[config.mk]
export PLATFORM = sky130hd
export DESIGN_NAME = fetch_unit
export DESIGN_NICKNAME = d
export VERILOG_FILES = /design/src/rtl/fetch_unit_pkg.sv /design/src/rtl/fetch_unit_if_id_reg.sv /design/src/rtl/fetch_unit.sv
export SDC_FILE = /design/constraint.sdc
export NUM_CORES = 1
export LEC_CHECK = 0
export CORE_MARGIN = 2
export CORE_UTILIZATION = 57
export CTS_CLUSTER_DIAMETER = 30
export DETAILED_ROUTE_END_ITERATION = 16
export GPL_ROUTABILITY_DRIVEN = 0
export PLACE_DENSITY = 0.84
export SETUP_SLACK_MARGIN = 0.02
export SYNTH_ARGS = -nofsm -noshare
export SYNTH_HDL_FRONTEND = slang
export SYNTH_HIERARCHICAL = 1
export SYNTH_SLANG_ARGS = --single-unit
[constraint.sdc]
create_clock -name clk -period 3.4 [get_ports clk]
set_clock_uncertainty 0.1 [all_clocks]
set_input_delay 0.34 -clock clk [delete_from_list [all_inputs] [get_ports clk]]
set_output_delay 0.34 -clock clk [all_outputs]
set_load 0.05 [all_outputs]
[src/rtl/fetch_unit_pkg.sv]
// fetch_unit_pkg: shared fetch-stage state encoding and width/reset defaults
package fetch_unit_pkg;
  localparam int DEFAULT_ADDR_WIDTH = 16;
  localparam int DEFAULT_INSTR_WIDTH = 16;
  localparam int DEFAULT_RESET_PC = 0;
  typedef enum logic [1:0] {IDLE, REQ, HOLD, DROP} fetch_state_t;
endpackage

[src/rtl/fetch_unit_if_id_reg.sv]
// fetch_unit_if_id_reg: IF/ID pipeline register with load, hold and flush
module fetch_unit_if_id_reg #(
  parameter int ADDR_WIDTH = 16,
  parameter int INSTR_WIDTH = 16
) (
  input  logic                   clk,
  input  logic                   rst_n,
  input  logic                   load,
  input  logic                   flush,
  input  logic [INSTR_WIDTH-1:0] instr_nx,
  input  logic [ADDR_WIDTH-1:0]  pc_plus1_nx,
  output logic [INSTR_WIDTH-1:0] instr_d,
  output logic [ADDR_WIDTH-1:0]  pc_plus1_d,
  output logic                   valid_d
);
  always_ff @(posedge clk or negedge rst_n)
    if (!rst_n) begin
      instr_d <= '0;
      pc_plus1_d <= '0;
      valid_d <= 1'b0;
    end else if (load) begin
      instr_d <= instr_nx;
      pc_plus1_d <= pc_plus1_nx;
      valid_d <= 1'b1;
    end else if (flush) begin
      valid_d <= 1'b0;
    end
endmodule

[src/rtl/fetch_unit.sv]
// fetch_unit: PC, imem req/ready handshake, stall hold buffer and branch squash
module fetch_unit
  import fetch_unit_pkg::*;
#(
  parameter int ADDR_WIDTH = DEFAULT_ADDR_WIDTH,
  parameter int INSTR_WIDTH = DEFAULT_INSTR_WIDTH,
  parameter logic [ADDR_WIDTH-1:0] RESET_PC = ADDR_WIDTH'(DEFAULT_RESET_PC)
) (
  input  logic                   clk,
  input  logic                   rst_n,
  input  logic                   PC_source,
  input  logic [ADDR_WIDTH-1:0]  branch_target_d,
  input  logic                   stall_f,
  output logic                   imem_req,
  output logic [ADDR_WIDTH-1:0]  imem_addr,
  input  logic                   imem_ready,
  input  logic [INSTR_WIDTH-1:0] imem_rdata,
  output logic [INSTR_WIDTH-1:0] instr_d,
  output logic [ADDR_WIDTH-1:0]  pc_plus1_d,
  output logic                   valid_d
);
  fetch_state_t state, state_nx;
  logic [ADDR_WIDTH-1:0] pc, pc_nx, pc_inc, redir, redir_nx, buf_pc1;
  logic [INSTR_WIDTH-1:0] buf_instr;
  logic buf_ld, load, flush;
  assign pc_inc = pc + ADDR_WIDTH'(1);
  assign imem_req = (state == REQ) || (state == DROP);
  assign imem_addr = pc;
  assign buf_ld = (state == REQ) && imem_ready && stall_f && !PC_source;
  assign load = !PC_source && !stall_f && (((state == REQ) && imem_ready) || (state == HOLD));
  assign flush = PC_source || (!load && !stall_f);
  always_comb begin
    state_nx = state;
    pc_nx = pc;
    redir_nx = redir;
    case (state)
      IDLE: begin
        state_nx = REQ;
        pc_nx = PC_source ? branch_target_d : pc;
      end
      REQ: begin
        if (PC_source) begin
          state_nx = imem_ready ? REQ : DROP;
          pc_nx = imem_ready ? branch_target_d : pc;
          redir_nx = branch_target_d;
        end else if (imem_ready) begin
          state_nx = stall_f ? HOLD : REQ;
          pc_nx = pc_inc;
        end
      end
      HOLD: begin
        state_nx = (PC_source || !stall_f) ? REQ : HOLD;
        pc_nx = PC_source ? branch_target_d : pc;
      end
      DROP: begin
        redir_nx = PC_source ? branch_target_d : redir;
        state_nx = imem_ready ? REQ : DROP;
        pc_nx = imem_ready ? redir_nx : pc;
      end
      default: state_nx = IDLE;
    endcase
  end
  always_ff @(posedge clk or negedge rst_n)
    if (!rst_n) begin
      state <= IDLE;
      pc <= RESET_PC;
      redir <= '0;
      buf_instr <= '0;
      buf_pc1 <= '0;
    end else begin
      state <= state_nx;
      pc <= pc_nx;
      redir <= redir_nx;
      if (PC_source) begin
        buf_instr <= '0;
        buf_pc1 <= '0;
      end else if (buf_ld) begin
        buf_instr <= imem_rdata;
        buf_pc1 <= pc_inc;
      end
    end
  fetch_unit_if_id_reg #(
    .ADDR_WIDTH(ADDR_WIDTH),
    .INSTR_WIDTH(INSTR_WIDTH)
  ) u_if_id (
    .clk(clk),
    .rst_n(rst_n),
    .load(load),
    .flush(flush),
    .instr_nx((state == HOLD) ? buf_instr : imem_rdata),
    .pc_plus1_nx((state == HOLD) ? buf_pc1 : pc_inc),
    .instr_d(instr_d),
    .pc_plus1_d(pc_plus1_d),
    .valid_d(valid_d)
  );
endmodule

# After elaboration in Yosys (flattened, before gate mapping)
# Index checks and enable logic that the tools add are counted.
[word_totals]
reg_bits = 99
inputBits = 37
output_inout_bits = 50
wordCells = 56
[op_classes]
addsub = 1
eq_ne = 7
mux = 21
n_reduce_logical = 19
[op_table]
columns = ["operator", "n"]
rows = [
  ["two-way mux 16 bit", 12],
  ["one-hot mux 16 bit (3 select lines)", 1],
  ["adder 16 x 1 -> 16 bit (second input constant)", 1],
  ["two-way mux 2 bit", 5],
  ["one-hot mux 2 bit (4 select lines)", 1],
  ["logical AND 1 bit", 6],
  ["== test 2 bit (second input constant)", 2],
  ["logical OR 1 bit", 4],
  ["inequality test 2 bit (second input constant)", 2],
  ["nonzero test 2 bit", 2],
  ["OR reduction 2 bit", 2],
  ["logical NOT 1 bit", 3],
  ["inequality test 3 bit (second input constant)", 1],
  ["AND reduction 3 bit", 1],
  ["== test 2 x 1 -> 1 bit (second input constant)", 1],
  ["logical NOT 2 bit", 1],
  ["two-way mux 1 bit", 2],
  ["inequality test 2 x 1 -> 1 bit (second input constant)", 1],
]

# Longest topological paths before layout
[logic_depth]
depth_word = 9
depth_mapped = 7
mapped_depth_nobuf = 6

# By module
# The synthesis kept the hierarchy.
[by_module_without_submodules]
columns = ["mod", "n_inst", "cells_per_inst", "area_per_inst_um2", "seq_area_each_um2"]
rows = [
  ["fetch_unit", 1, 375, 3682.3, 1651.6],
  ["fetch_unit_if_id_reg", 1, 71, 1377.6, 825.8],
]

# Least setup slack after synthesis
# Ideal clock, no wire load.
[synth_timing]
path_type = "register -> register"
startpoint = "register pc[0], in the netlist imem_addr[0]"
endpoint = "register u_if_id.pc_plus1_d[14]"
setup_time_ns = 0.125
arrival_time_ns = 2.073
t_required_ns = 3.175
setup_slack_ns = 1.101
path_stages_with_launch = 7
path_buffers = 0
period_less_slack_ns = 2.299
cell_sequence = "dfrtp_1 > ha_1 > nand2_1 > nor4_1 > xnor2_1 > a21oi_1 > mux2_4"
[synth_between]
elab_chain_cells = 2
[synth_lines]
columns = ["element", "line", "rtl"]
rows = [
  ["start, declared", "fetch_unit.sv:23", "logic [ADDR_WIDTH-1:0] pc, pc_nx, pc_inc, redir, redir_nx, buf_pc1;"],
  ["start signal, assigned", "fetch_unit.sv:72", "pc <= pc_nx;"],
  ["adder 16 x 1 -> 16 bit", "fetch_unit.sv:26", "assign pc_inc = pc + ADDR_WIDTH'(1);"],
  ["two-way mux 16 bit", "fetch_unit.sv:91", ".pc_plus1_nx((state == HOLD) ? buf_pc1 : pc_inc),"],
  ["end signal, assigned", "fetch_unit_if_id_reg.sv:23", "pc_plus1_d <= pc_plus1_nx;"],
  ["end, declared", "fetch_unit_if_id_reg.sv:13", "output logic [ADDR_WIDTH-1:0] pc_plus1_d,"],
]
# No other way between the ends.
# A chain may end at the register's enable or synchronous reset.

# Worst setup path after layout
# Ends and elaborated chain as after synthesis.

==> results by group <==
Run status
  – Status: finished clean

Die
  – Total I/O pin count: 87
  – Die height: between 90 and 100 µm
  – Initial Util: 0.583
  – # rows: 34
  – Die Wd: just under 100 µm
  – Area of the die: 0.00965 mm²
  – Placeable Area: 0.00868 mm²

Cells and area
  – Filler cells: 626
  – # diodes: 0
  – Fin cells: about 640
  – Area delta synth->final: 22.3%
  – Ratio of cells with drive above 1 in the final layout: 0.210
  – Post-route design area: just over 0.006 mm²
  – Fin nets: 561

Placement
  – Dpl cells: approximately 620
  – DP HPWL: between 7 and 8 mm
  – Placed Area: 0.00596 mm²
  – Buffers added on ports: between 80 and 90
  – Post-place setup slack: between 0.7 and 0.8 ns

Global route
  – Initial antenna violation count: 0
  – Gr usage total: 0.236
  – Vias in the first global route: ~3,600
  – GRT Residual Overflow: 0
  – First-pass GRT wire length: 18.3 mm
  – Largest net degree at the start of global routing: 52

Worst setup path
  – Reg2reg path depth: 6
  – Critical Path Start Type: flip-flop
  – WP data required: roughly 3.6 ns
  – Worst EP arrival: 2.61 ns
  – Worst path slowest cell: dfrtp_1
  – Critical Path Max Stage Delay: 0.59 ns
  – CP Max Fanout: 10
  – Crit. End Element: flip-flop
  – Worst-path cell chain: ha_1 -> nand2_1 -> nor4_1 -> xnor2_1 -> a21oi_1 -> mux2_4
  – Classification of the worst setup path: reg2reg

Timing
  – Tcrit/Tclk final: 0.720
  – Worst-Margin Slew: between 0.7 and 0.8 ns
  – Max-slew violations: 0
  – Final setup fails: 0
  – WHS: approximately 0.39 ns
  – Post-route minimum period: about 2.4 ns
  – FMAX: 0.408 GHz
  – Fin Setup TNS: 0 ns
  – Worst relative slew slack: 0.488
  – RSZ-0062 raised after global routing: false
  – Final hold violation count: 0
  – Setup slack after layout: 0.951 ns

CTS
  – CTS root buf: clkbuf_8
  – Total CTS buffers: 9
  – Total clock sinks: about 100
  – Clock tree buffer depth: 2
  – Worst-Skew Late Latency: about 0.37 ns
  – Postcts setup bufs: 0
  – H-tree Lvls: 3
  – CTS tree: yes
  – Reg clk slew, reported paths: 0.10 ns

Synth
  – Gate Count Post-Synth: roughly 450
  – Synthesized area: about 0.0051 mm²
  – Synthesized area per cell: 11.3 µm²
  – Yosys warnings: 6
  – Predominant post-synthesis flop cell: dfrtp_1
  – Adder-Cell Fraction of Synth Area: 0.00247
  – Dominant cell type by area after synthesis: dfrtp_1
  – Yosys reg bits: 99
  – Area share of and/or/nand/nor cells after synthesis: 0.111
  – Main combinational cell family by area after synthesis: multiplexers
  – Yosys top cell area share: 0.490
  – Count leader, synth: dfrtp_1
  – Area contributors post-synth: dfrtp_1 (49%), mux2_2 (10%), mux2_4 (8.6%), a22o_1 (3.1%), nor2_1 (3.0%)
  – EDFF count, synth: 0
  – Yosys cell types: 39
  – Synth Net Count: between 400 and 500
  – Post-synthesis compound-gate area fraction: 0.141
  – Post-synthesis xor/xnor area fraction: 0.0242
  – Commonest cells post-synth: dfrtp_1 (99), mux2_2 (47), nor2_1 (40)
  – Mux share of post-synthesis cell area: 0.191
  – Register area share after synthesis: 0.490
  – Synth async-reset ratio: 1.00

Drt
  – Vias/cell: roughly 6.0
  – Total routed wirelength: between 10 and 15 mm
  – Post-DR wirelength/cell: 17.7 µm
  – WL met2: 5.34 mm
  – DRT met1 WL: between 5 and 6 mm
  – DR DRC count: 0
  – Post-route ant nets: 0
  – Initial DRC count: 221
  – Number of iterations in the first detailed-routing pass: 5
  – Vias: 3,785
  – Uppermost layer routed: met4
  – Met3 routed WL: approximately 670 µm

Flow run
  – # Max-Cap Violations: 0

Min path
  – Hold/Removal Path Class: reg2reg
  – Hold Path Depth: 2

Power
  – Leakage: 2.61 nW
  – Cell Pwr Density: 720 mW/mm²
  – Peak supply drop: 0.347 mV
-- final timing paths --
check | start | to | slack (ns)
min | buf_pc1[14] | buf_pc1[14] | 0.39
min in group asynchronous | rst_n | u_if_id/pc_plus1_d[12] | 0.43
max | imem_addr[0] | u_if_id/pc_plus1_d[14] | 0.95
max in group asynchronous | rst_n | imem_addr[6] | 1.95
min reg2reg | buf_pc1[14] | buf_pc1[14] | 0.39
max reg2reg | imem_addr[0] | u_if_id/pc_plus1_d[14] | 0.95
-- routing by layer --
layer | track usage | vias to the layer above
met5 | 0 | -
li1 | - | 1771
met1 | 0.342 | 1863
met2 | 0.367 | 140
met4 | 0.0685 | 0
met3 | 0.0444 | 11
-- worst max-delay path, delay by kind of cell (launching register included) --
family | cells | cell delay (ns)
and+or+nand+nor | 2 | 0.64
DFF | 1 | 0.59
AOI/OAI and AO/OA | 1 | 0.13
xor gates and xnor gates | 1 | 0.27
adders and majority gates | 1 | 0.34
muxes | 1 | 0.27
-- power breakdown --
group	leakage [nW]	switching [mW]	total, mW	internal, mW
clock network	0.106	0.440	0.799	0.359
registers	1.22	0.252	1.68	1.43
logic	1.28	1.18	1.98	0.791
total	2.61	1.88	4.46	2.58
-- per-stage QoR --
step / power, mW / util
2_1_floorplan: 3.01 / -
3_3_place_gp: 3.62 / 0.687
3_5_place_dp: 3.67 / 0.687
4_1_cts: 4.48 / 0.713
5_1_grt: 4.64 / 0.713
6_report: 4.46 / 0.713
-- sequential cells by signal, summed over array words and instances (netlist names) --
register	flops
buf_instr	16
buf_pc1	16
imem_addr	16
redir	16
state	2
u_if_id/instr_d	16
u_if_id/pc_plus1_d	16
u_if_id/valid_d	1
-- cell type report --
class	instances	area (µm²)	share of cell area
Sequential cell	99	2480	0.400
Multi-Input combinational cell	311	2390	0.387
Timing Repair Buffer	94	933	0.151
Tap cell	108	135	0.0218
Clock buffer	9	124	0.0200
Clock inverter	7	96.3	0.0156
Inverter	8	30.0	0.00485
-- logic make-up after synthesis --
group	Yosys count
DFF	99
and+or+nand+nor	109
buffers and inverters	36
xor gates and xnor gates	14
muxes	76
AOI/OAI and AO/OA	111
adders and majority gates	1
-- placed cells by master, fill, tap and decap left out, types with 9 or more instances in the layout --
master            n
xnor2_1          11
mux2_4           29
clkdlybuf4s50_1  85
dfrtp_1          99
nand2_1          27
o22ai_1          12
a22o_1           18
a21oi_1          19
clkbuf_8          9
o21ai_0          30
mux2_2           47
nor2_1           40
nor2b_1          11
-- what timing repair did --
| action | 4_1_cts | 5_1_grt |
|---|---|---|
| hold buffers | 1 | 0 |
| resized for setup | 0 | 0 |
| hold endpoints to repair | 49 | 0 |
No activity file was read; power rests on OpenSTA's default activity.
